$ cat config.mk
export PLATFORM = sky130hd
export DESIGN_NAME = mem_dump_reader
export DESIGN_NICKNAME = d
export VERILOG_FILES = /design/src/rtl/mem_dump_reader_pkg.sv /design/src/rtl/mem_dump_reader_addr_counter.sv /design/src/rtl/mem_dump_reader.sv
export SDC_FILE = /design/constraint.sdc
export NUM_CORES = 1
export LEC_CHECK = 0
export ABC_AREA = 1
export BUFFER_PORTS_ARGS = -buffer_cell sky130_fd_sc_hd__buf_4
export CORE_MARGIN = 5
export CORE_UTILIZATION = 57
export DETAILED_ROUTE_END_ITERATION = 8
export MAX_ROUTING_LAYER = met4
export PLACE_DENSITY = 0.85
export SLEW_MARGIN = 30
export SYNTH_ARGS = -nofsm -noshare
export SYNTH_HDL_FRONTEND = slang
export SYNTH_SLANG_ARGS = --single-unit
$ cat constraint.sdc
create_clock -name clk -period 3.2 [get_ports clk]
set_clock_uncertainty 0.15 [all_clocks]
set_input_delay 0.8 -clock clk [delete_from_list [all_inputs] [get_ports clk]]
set_output_delay 0.8 -clock clk [all_outputs]
set_load 0.05 [all_outputs]
$ cat src/rtl/mem_dump_reader_pkg.sv
// Widths and state encoding shared between the program-load interface and the
// memory read-back engine.
package mem_dump_reader_pkg;

  localparam int DATA_W = 24;
  localparam int ADDR_W = 7;
  localparam int LEN_W  = 8;

  // Largest window the address space can hold; longer requests are clipped.
  localparam logic [LEN_W-1:0] MAX_LEN = 8'd128;

  typedef enum logic [2:0] {
    IDLE,
    WAIT_DONE,
    SETTLE,
    PRESENT,
    FINISH
  } state_t;

endpackage

$ cat src/rtl/mem_dump_reader_addr_counter.sv
// Walks the dump window: current cell address, cells still to read, and
// wrap / last-word detection for the sequencing FSM.
module dump_addr_counter
  import mem_dump_reader_pkg::*;
#(
  parameter int AW = ADDR_W
) (
  input  logic             clk,
  input  logic             rst_n,
  input  logic             load,
  input  logic             advance,
  input  logic [AW-1:0]    base_addr,
  input  logic [LEN_W-1:0] length,
  output logic [AW-1:0]    cur_addr,
  output logic [AW-1:0]    next_addr,
  output logic             is_last,
  output logic             is_empty
);

  logic [LEN_W-1:0] remaining;

  // Natural AW-bit overflow gives the 127 -> 0 wrap.
  assign next_addr = cur_addr + AW'(1);
  assign is_last   = (remaining == LEN_W'(1));
  assign is_empty  = (remaining == '0);

  always_ff @(posedge clk or negedge rst_n) begin
    if (!rst_n) begin
      cur_addr  <= '0;
      remaining <= '0;
    end else if (load) begin
      cur_addr  <= base_addr;
      remaining <= (length > MAX_LEN) ? MAX_LEN : length;
    end else if (advance) begin
      cur_addr  <= next_addr;
      remaining <= remaining - LEN_W'(1);
    end
  end

endmodule

$ cat src/rtl/mem_dump_reader.sv
// Read-back engine: after program load completes, steps select_mem over a
// window and streams each captured cell out on a valid/ready port.
//
// state     | meaning
// IDLE      | waiting for start
// WAIT_DONE | armed, waiting for the processor's program_done_flag
// SETTLE    | select_mem driven, waiting SETTLE_CYC edges before sampling
// PRESENT   | captured word offered on out_*, waiting for out_ready
// FINISH    | one-cycle dump_done pulse
module mem_dump_reader
  import mem_dump_reader_pkg::*;
#(
  parameter int DATA_W     = mem_dump_reader_pkg::DATA_W,
  parameter int ADDR_W     = mem_dump_reader_pkg::ADDR_W,
  parameter int SETTLE_CYC = 1
) (
  input  logic              clk,
  input  logic              reset,
  input  logic              start,
  input  logic [ADDR_W-1:0] base_addr,
  input  logic [7:0]        length,
  input  logic              done_flag,
  output logic [ADDR_W-1:0] select_mem,
  input  logic [DATA_W-1:0] mem_data,
  output logic              out_valid,
  input  logic              out_ready,
  output logic [DATA_W-1:0] out_data,
  output logic [ADDR_W-1:0] out_addr,
  output logic              busy,
  output logic              dump_done
);

  localparam logic [3:0] SETTLE_LD = 4'(SETTLE_CYC);

  state_t            state, state_nxt;
  logic [3:0]        settle_cnt;
  logic              load, advance, is_last, is_empty;
  logic [ADDR_W-1:0] cur_addr, next_addr;

  dump_addr_counter #(.AW(ADDR_W)) u_addr_counter (
    .clk       (clk),
    .rst_n     (reset),
    .load      (load),
    .advance   (advance),
    .base_addr (base_addr),
    .length    (length),
    .cur_addr  (cur_addr),
    .next_addr (next_addr),
    .is_last   (is_last),
    .is_empty  (is_empty)
  );

  assign busy      = (state != IDLE);
  assign dump_done = (state == FINISH);

  always_ff @(posedge clk or negedge reset) begin
    if (!reset) state <= IDLE;
    else        state <= state_nxt;
  end

  always_comb begin
    state_nxt = state;
    load      = 1'b0;
    advance   = 1'b0;
    case (state)
      IDLE: begin
        if (start) begin
          load      = 1'b1;
          state_nxt = WAIT_DONE;
        end
      end
      WAIT_DONE: begin
        if (done_flag) state_nxt = is_empty ? FINISH : SETTLE;
      end
      SETTLE: begin
        if (settle_cnt == 4'd1) state_nxt = PRESENT;
      end
      PRESENT: begin
        if (out_ready) begin
          advance   = 1'b1;
          state_nxt = is_last ? FINISH : SETTLE;
        end
      end
      FINISH:  state_nxt = IDLE;
      default: state_nxt = IDLE;
    endcase
  end

  // Output word and select_mem only move on the edges named below, so they
  // stay frozen while the consumer stalls.
  always_ff @(posedge clk or negedge reset) begin
    if (!reset) begin
      select_mem <= '0;
      settle_cnt <= '0;
      out_valid  <= 1'b0;
      out_data   <= '0;
      out_addr   <= '0;
    end else begin
      case (state)
        WAIT_DONE: begin
          if (done_flag && !is_empty) begin
            select_mem <= cur_addr;
            settle_cnt <= SETTLE_LD;
          end
        end
        SETTLE: begin
          if (settle_cnt == 4'd1) begin
            out_data  <= mem_data;
            out_addr  <= select_mem;
            out_valid <= 1'b1;
          end else begin
            settle_cnt <= settle_cnt - 4'd1;
          end
        end
        PRESENT: begin
          if (out_ready) begin
            out_valid <= 1'b0;
            if (!is_last) begin
              select_mem <= next_addr;
              settle_cnt <= SETTLE_LD;
            end
          end
        end
        default: ;
      endcase
    end
  end

endmodule

# After elaboration in Yosys (flattened, before gate mapping)
# Cells that the tools add are included.
[word_totals] reg_bits=61 out_inout_bits=41 elab_cells=67
[op_classes] addsub=3 magnitude_cmp=1 n_eq_ne=13 n_mux=28 reduce_logical=14
[ops] op="$mux W7" count=5
[ops] op="$mux W8" count=3
[ops] op="$mux W3" count=6
[ops] op="$mux W4" count=4
[ops] op="$ne A2 B2 Y1 const B" count=7
[ops] op="$pmux W7 S2" count=1
[ops] op="$pmux W3 S4" count=1
[ops] op="$pmux W4 S3" count=1
[ops] op="$eq A8 B1 Y1 const B" count=1
[ops] op="$gt A8 B8 Y1 const B" count=1
[ops] op="$logic_not A8 Y1" count=1
[ops] op="$reduce_and A4 Y1" count=2
[ops] op="$sub A8 B1 Y8 const B" count=1
[ops] op="$add A7 B1 Y7 const B" count=1
[ops] op="$eq A3 B2 Y1 const B" count=2
[ops] op="$mux W1" count=6
[ops] op="$reduce_bool A2 Y1" count=3
[ops] op="$reduce_bool A3 Y1" count=2
[ops] op="$reduce_and A5 Y1" count=1
[ops] op="$eq A4 B1 Y1 const B" count=1
[ops] op="$sub A4 B1 Y4 const B" count=1
[ops] op="$eq A3 B1 Y1 const B" count=1
[ops] op="$eq A3 B3 Y1 const B" count=1
[ops] op="$logic_not A3 Y1" count=1
[ops] op="5 further kinds" count=5

# Depth between registers and ports, before layout
[depth] depth_word=5 ltp_mapped=11 depth_no_buf=10

# Cells and area by module
# A second synthesis with hierarchy kept.
[hier_totals] hier_cells=412 area_unflattened_um2=3321.9
[by_module_without_submodules] module="mem_dump_reader" n_inst=1 cells_each=257 area_per_inst_um2=2229.6 seq_area_each_um2=1151.1
[by_module_without_submodules] module="dump_addr_counter" n_inst=1 cells_each=155 area_per_inst_um2=1092.3 seq_area_each_um2=375.4

# Worst setup path before layout
# No wires, ideal clock.
[synth_timing] path_kind="register to output" from="reg state[0]" to="out dump_done" arrival_time_ps=1505 required_ps=2250 path_slack_ps=745 path_stages_with_launch=2 path_cell_list="dfrtp_1 -> nor3_1"
[synth_via] elab_chain_cells=1
[synth_rtl] item="start: declaration" line_no="mem_dump_reader.sv:35" text="state_t state, state_nxt;"
[synth_rtl] item="start signal: assignment" line_no="mem_dump_reader.sv:58" text="else state <= state_nxt;"
[synth_rtl] item="$eq A3 B3 Y1" line_no="mem_dump_reader.sv:54" text="assign dump_done = (state == FINISH);"
[synth_rtl] item="end: declaration" line_no="mem_dump_reader.sv:30" text="output logic dump_done"
# Every way passes these cells.

# Final worst setup path
[layout_timing] from="reg state[2]" to="reg out_data[6]"
[layout_via] elab_chain_cells=2
[layout_rtl] item="$eq A3 B2 Y1" line_no="mem_dump_reader.sv:99" text="case (state)"
[layout_rtl] item="$reduce_and A2 Y1 (no line)"
[layout_rtl] item="end signal: assignment" line_no="mem_dump_reader.sv:108" text="out_data <= mem_data;"
[layout_rtl] item="end: declaration" line_no="mem_dump_reader.sv:27" text="output logic [DATA_W-1:0] out_data,"
# Every way passes these cells.
# A chain may end at the register's enable or synchronous reset.

==> summary.txt <==
Timing
  • Final period util: 0.7877
  • Worst slew margin: 0.4945
  • Final setup violation count: 0
  • RSZ-0062 raised after global routing: false
  • Fin. max-slew vios: 0
  • Fmax: 396.8 MHz
  • Worst-Margin Slew: 0.7582 ns
  • Final Hold Fails: 0
  • Final Critical Period: 2.520 ns
  • Setup TNS: 0 ns

Final layout
  • Final #Nets: 550
  • Final Util: 0.7343
  • ANT cells: 0
  • Synth-to-Final Area Change: 26.37%
  • Share of cells above drive strength 1: 0.2198

GRT
  • Initial antenna violation count: 0
  • GRT Overall Usage: 0.2376
  • Vias in the first global route: 2961
  • Global-route wire length before repair: 13.46 mm
  • Largest net degree at the start of global routing: 62
  • Gr ovfl total: 0

Min path
  • Min-Delay Path Depth: 2
  • Hold Path Class: flip-flop to flip-flop
  • WHS Endpoint: out_data[2]
  • Worst hold start: out_data[2]

Synth
  • Top cell type's share of synthesized area: 0.4830
  • Sequential share of the synthesized area: 0.4830
  • YS warnings: 0
  • Post-synthesis cell count: 418
  • Mapped Avg Cell Area: 7.561 sq um
  • Top cells by area, synth: dfrtp_1 48%, nand2_1 18%, nand3_1 10%
  • Synth unique cells: 26
  • Synth area leader: dfrtp_1
  • Synthesized flop and latch total: 61
  • Synth Net Count: 468
  • Post-synthesis instance area: 0.003161 sq mm

Power and ir drop
  • Fraction of power spent switching nets: 0.5269
  • VDD IR max: 0.5240 mV
  • Clock power frac: 0.133
  • Leak: 2.190 nW
  • Pint: 0.002157 W
  • Sequential share of power: 0.302
  • Comb pwr share: 0.565
  • Pwr dens: 1142 mW/mm^2
  • Switch Pwr: 0.002402 W

Worst setup path
  • CP max stage delay: 0.51 ns
  • Critical-path cell list: inv_1 > nand2_1 > nor2_2 > nand2_1 > nand2_1 > inv_2 > nand2_2 > nand2_1 > nand2_1
  • Worst r2r path cells: 9
  • Cell with the most instances on the worst path: nand2_1
  • Crit Path Class: flip-flop to flip-flop
  • CP required: 3.33 ns
  • CP endpoint kind: flip-flop
  • R2r endpoint: out_data[6]
  • Reg2reg setup slack: 0.68 ns
  • Nature of the critical path startpoint: flip-flop
  • Worst-path fanout max: 33
  • Crit path DAT: 2.65 ns
  • CP max stage cell: nand2_2
  • Reg-to-reg startpoint: state[2]

Detailed routing
  • DR vias: 3015
  • Drt first pass iters: 4
  • Met1 wire length: 3.228 mm
  • Via density: 5.225
  • Met2 WL: 3.966 mm
  • Post-route ant nets: 0
  • Final WL: 7.806 mm
  • WL per Instance: 13.53 um
  • Routed wl met3: 525 um
  • Top layer in use: met4
  • DRC: 0
  • DRT iter0 DRCs: 208

Floorplanning
  • Die area: 0.007134 sq mm
  • Core area: 0.005439 sq mm
  • Die width: 84.47 um
  • DIE HEIGHT: 84.47 um
  • Starting density of the core: 0.5811
  • I/O pin count: 85
  • Row count: 27

Clock network
  • Post-cts resize count: 0
  • Hold_buf cts: 0
  • Inserted Clock Buffers: 9
  • Clk_lat worst skew: 0.33 ns
  • Root buffer cell: clkbuf_8
  • CTS tree: built
  • Clock sink total: 61
  • Htree depth: 3
  • # Post-CTS Setup Buffers: 0
  • Clk buf depth: 2
  • Clk slew on worst S/H paths: 0.08 ns

Status
  • Status: completed

Placed design
  • Hpwl dp: 5.718 mm
  • GPL Wtd Cong: 0.8563
  • Port buffer count: 84

Flow run
  • Max-cap violations: 0
[per-stage QoR]
| stage | cell area [sq um] | hold slack (ns) | worst slack (ns) | std cells | total power, W |
|---|---|---|---|---|---|
| after global placement | 3819 | 0.3053 | 0.6936 | 561 | 0.003891 |
| after floorplan | 3161 | 0.3269 | 0.7447 | 418 | 0.003243 |
| after global routing | 3994 | 0.3453 | 0.4410 | 577 | 0.004915 |
| final | 3994 | 0.3267 | 0.6795 | 577 | 0.004560 |
| after CTS | 3994 | 0.3290 | 0.6950 | 577 | 0.004584 |
| after detailed placement | 3819 | 0.3104 | 0.6616 | 561 | 0.003960 |
[registers in the layout, indices dropped and copies added, names as in the netlist]
name,flops
u_addr_counter.cur_addr,7
out_data,24
settle_cnt,4
state,3
select_mem,7
out_addr,7
out_valid,1
u_addr_counter.remaining,8
[metal layers]
metal | up-vias | track usage
met5 | - | -
met4 | 0 | 0.08489
met3 | 8 | 0.05692
met2 | 92 | 0.3867
met1 | 1417 | 0.2896
li1 | 1498 | -
[synthesized netlist by cell type]
cell type and number:
or2_2 1, o21ai_0 21, nor2_2 1, inv_1 33
and2_1 1, clkinv_1 1, a21oi_1 8, ha_1 6
xnor2_1 2, clkbuf_1 5, nor2_1 30, buf_4 6
nand2_2 3, buf_2 4, nand3_1 65, o211ai_1 4
nand4_1 2, dfrtp_1 61, inv_2 2, o22ai_1 1
nor3_1 1, o21bai_1 5, nand2_1 150, nor3_2 1
xor2_1 3, nand2_4 1
[worst max-delay path by stage]
| stage | startpoint | slack [ns] | cells past startpoint | end |
|---|---|---|---|---|
| 2_1_floorplan | state[0] | 0.74 | 1 | dump_done |
| 3_3_place_gp | out_ready | 0.69 | 8 | out_data[12] |
| 3_5_place_dp | out_ready | 0.66 | 8 | out_data[12] |
| 4_1_cts | state[2] | 0.69 | 9 | out_data[19] |
| 5_1_grt | state[2] | 0.44 | 9 | out_data[10] |
| 6_report | state[2] | 0.68 | 9 | out_data[6] |
[cell type report]
class,count,area (sq um)
tap,72,90.09
clock inverter,7,51.30
sequential,61,1526
multi-input combinational,306,1421
timing repair buffer,86,645.6
fill,418,1445
inverter,36,135.1
clock buffer,9,123.9
[logic make-up after synthesis]
family                     synth area share
AOI/OAI and AO/OA                   0.06928
adders and majority gates           0.02375
and+or+nand+nor                      0.3409
DFF                                  0.4830
buffers and inverters               0.06928
xor gates and xnor gates            0.01386
[power groups by stage]
stage	clock (W)	sequential, W	combinational, W
2_1_floorplan	0	0.00212	0.00112
3_3_place_gp	0	0.00138	0.00251
3_5_place_dp	0	0.00139	0.00257
4_1_cts	0.000616	0.00138	0.00259
5_1_grt	0.000655	0.00143	0.00283
6_report	0.000607	0.00138	0.00257
[placed cells by master, fill, tap and decap left out, drive strengths merged, types with 3 or more instances in the layout]
master,n
a21oi,8
buf,86
clkbuf,9
clkinv,5
dfrtp,61
ha,6
inv,36
nand2,154
nand3,65
nor2,31
o211ai,4
o21ai,21
o21bai,5
xor2,3
[critical path, delay by kind of cell (launching register included)]
family	cells	cell delay (ns)
buffers and inverters	2	0.31
flip-flops	1	0.44
AND/OR/NAND/NOR	7	1.57
Power figures use the tool's default switching activity.
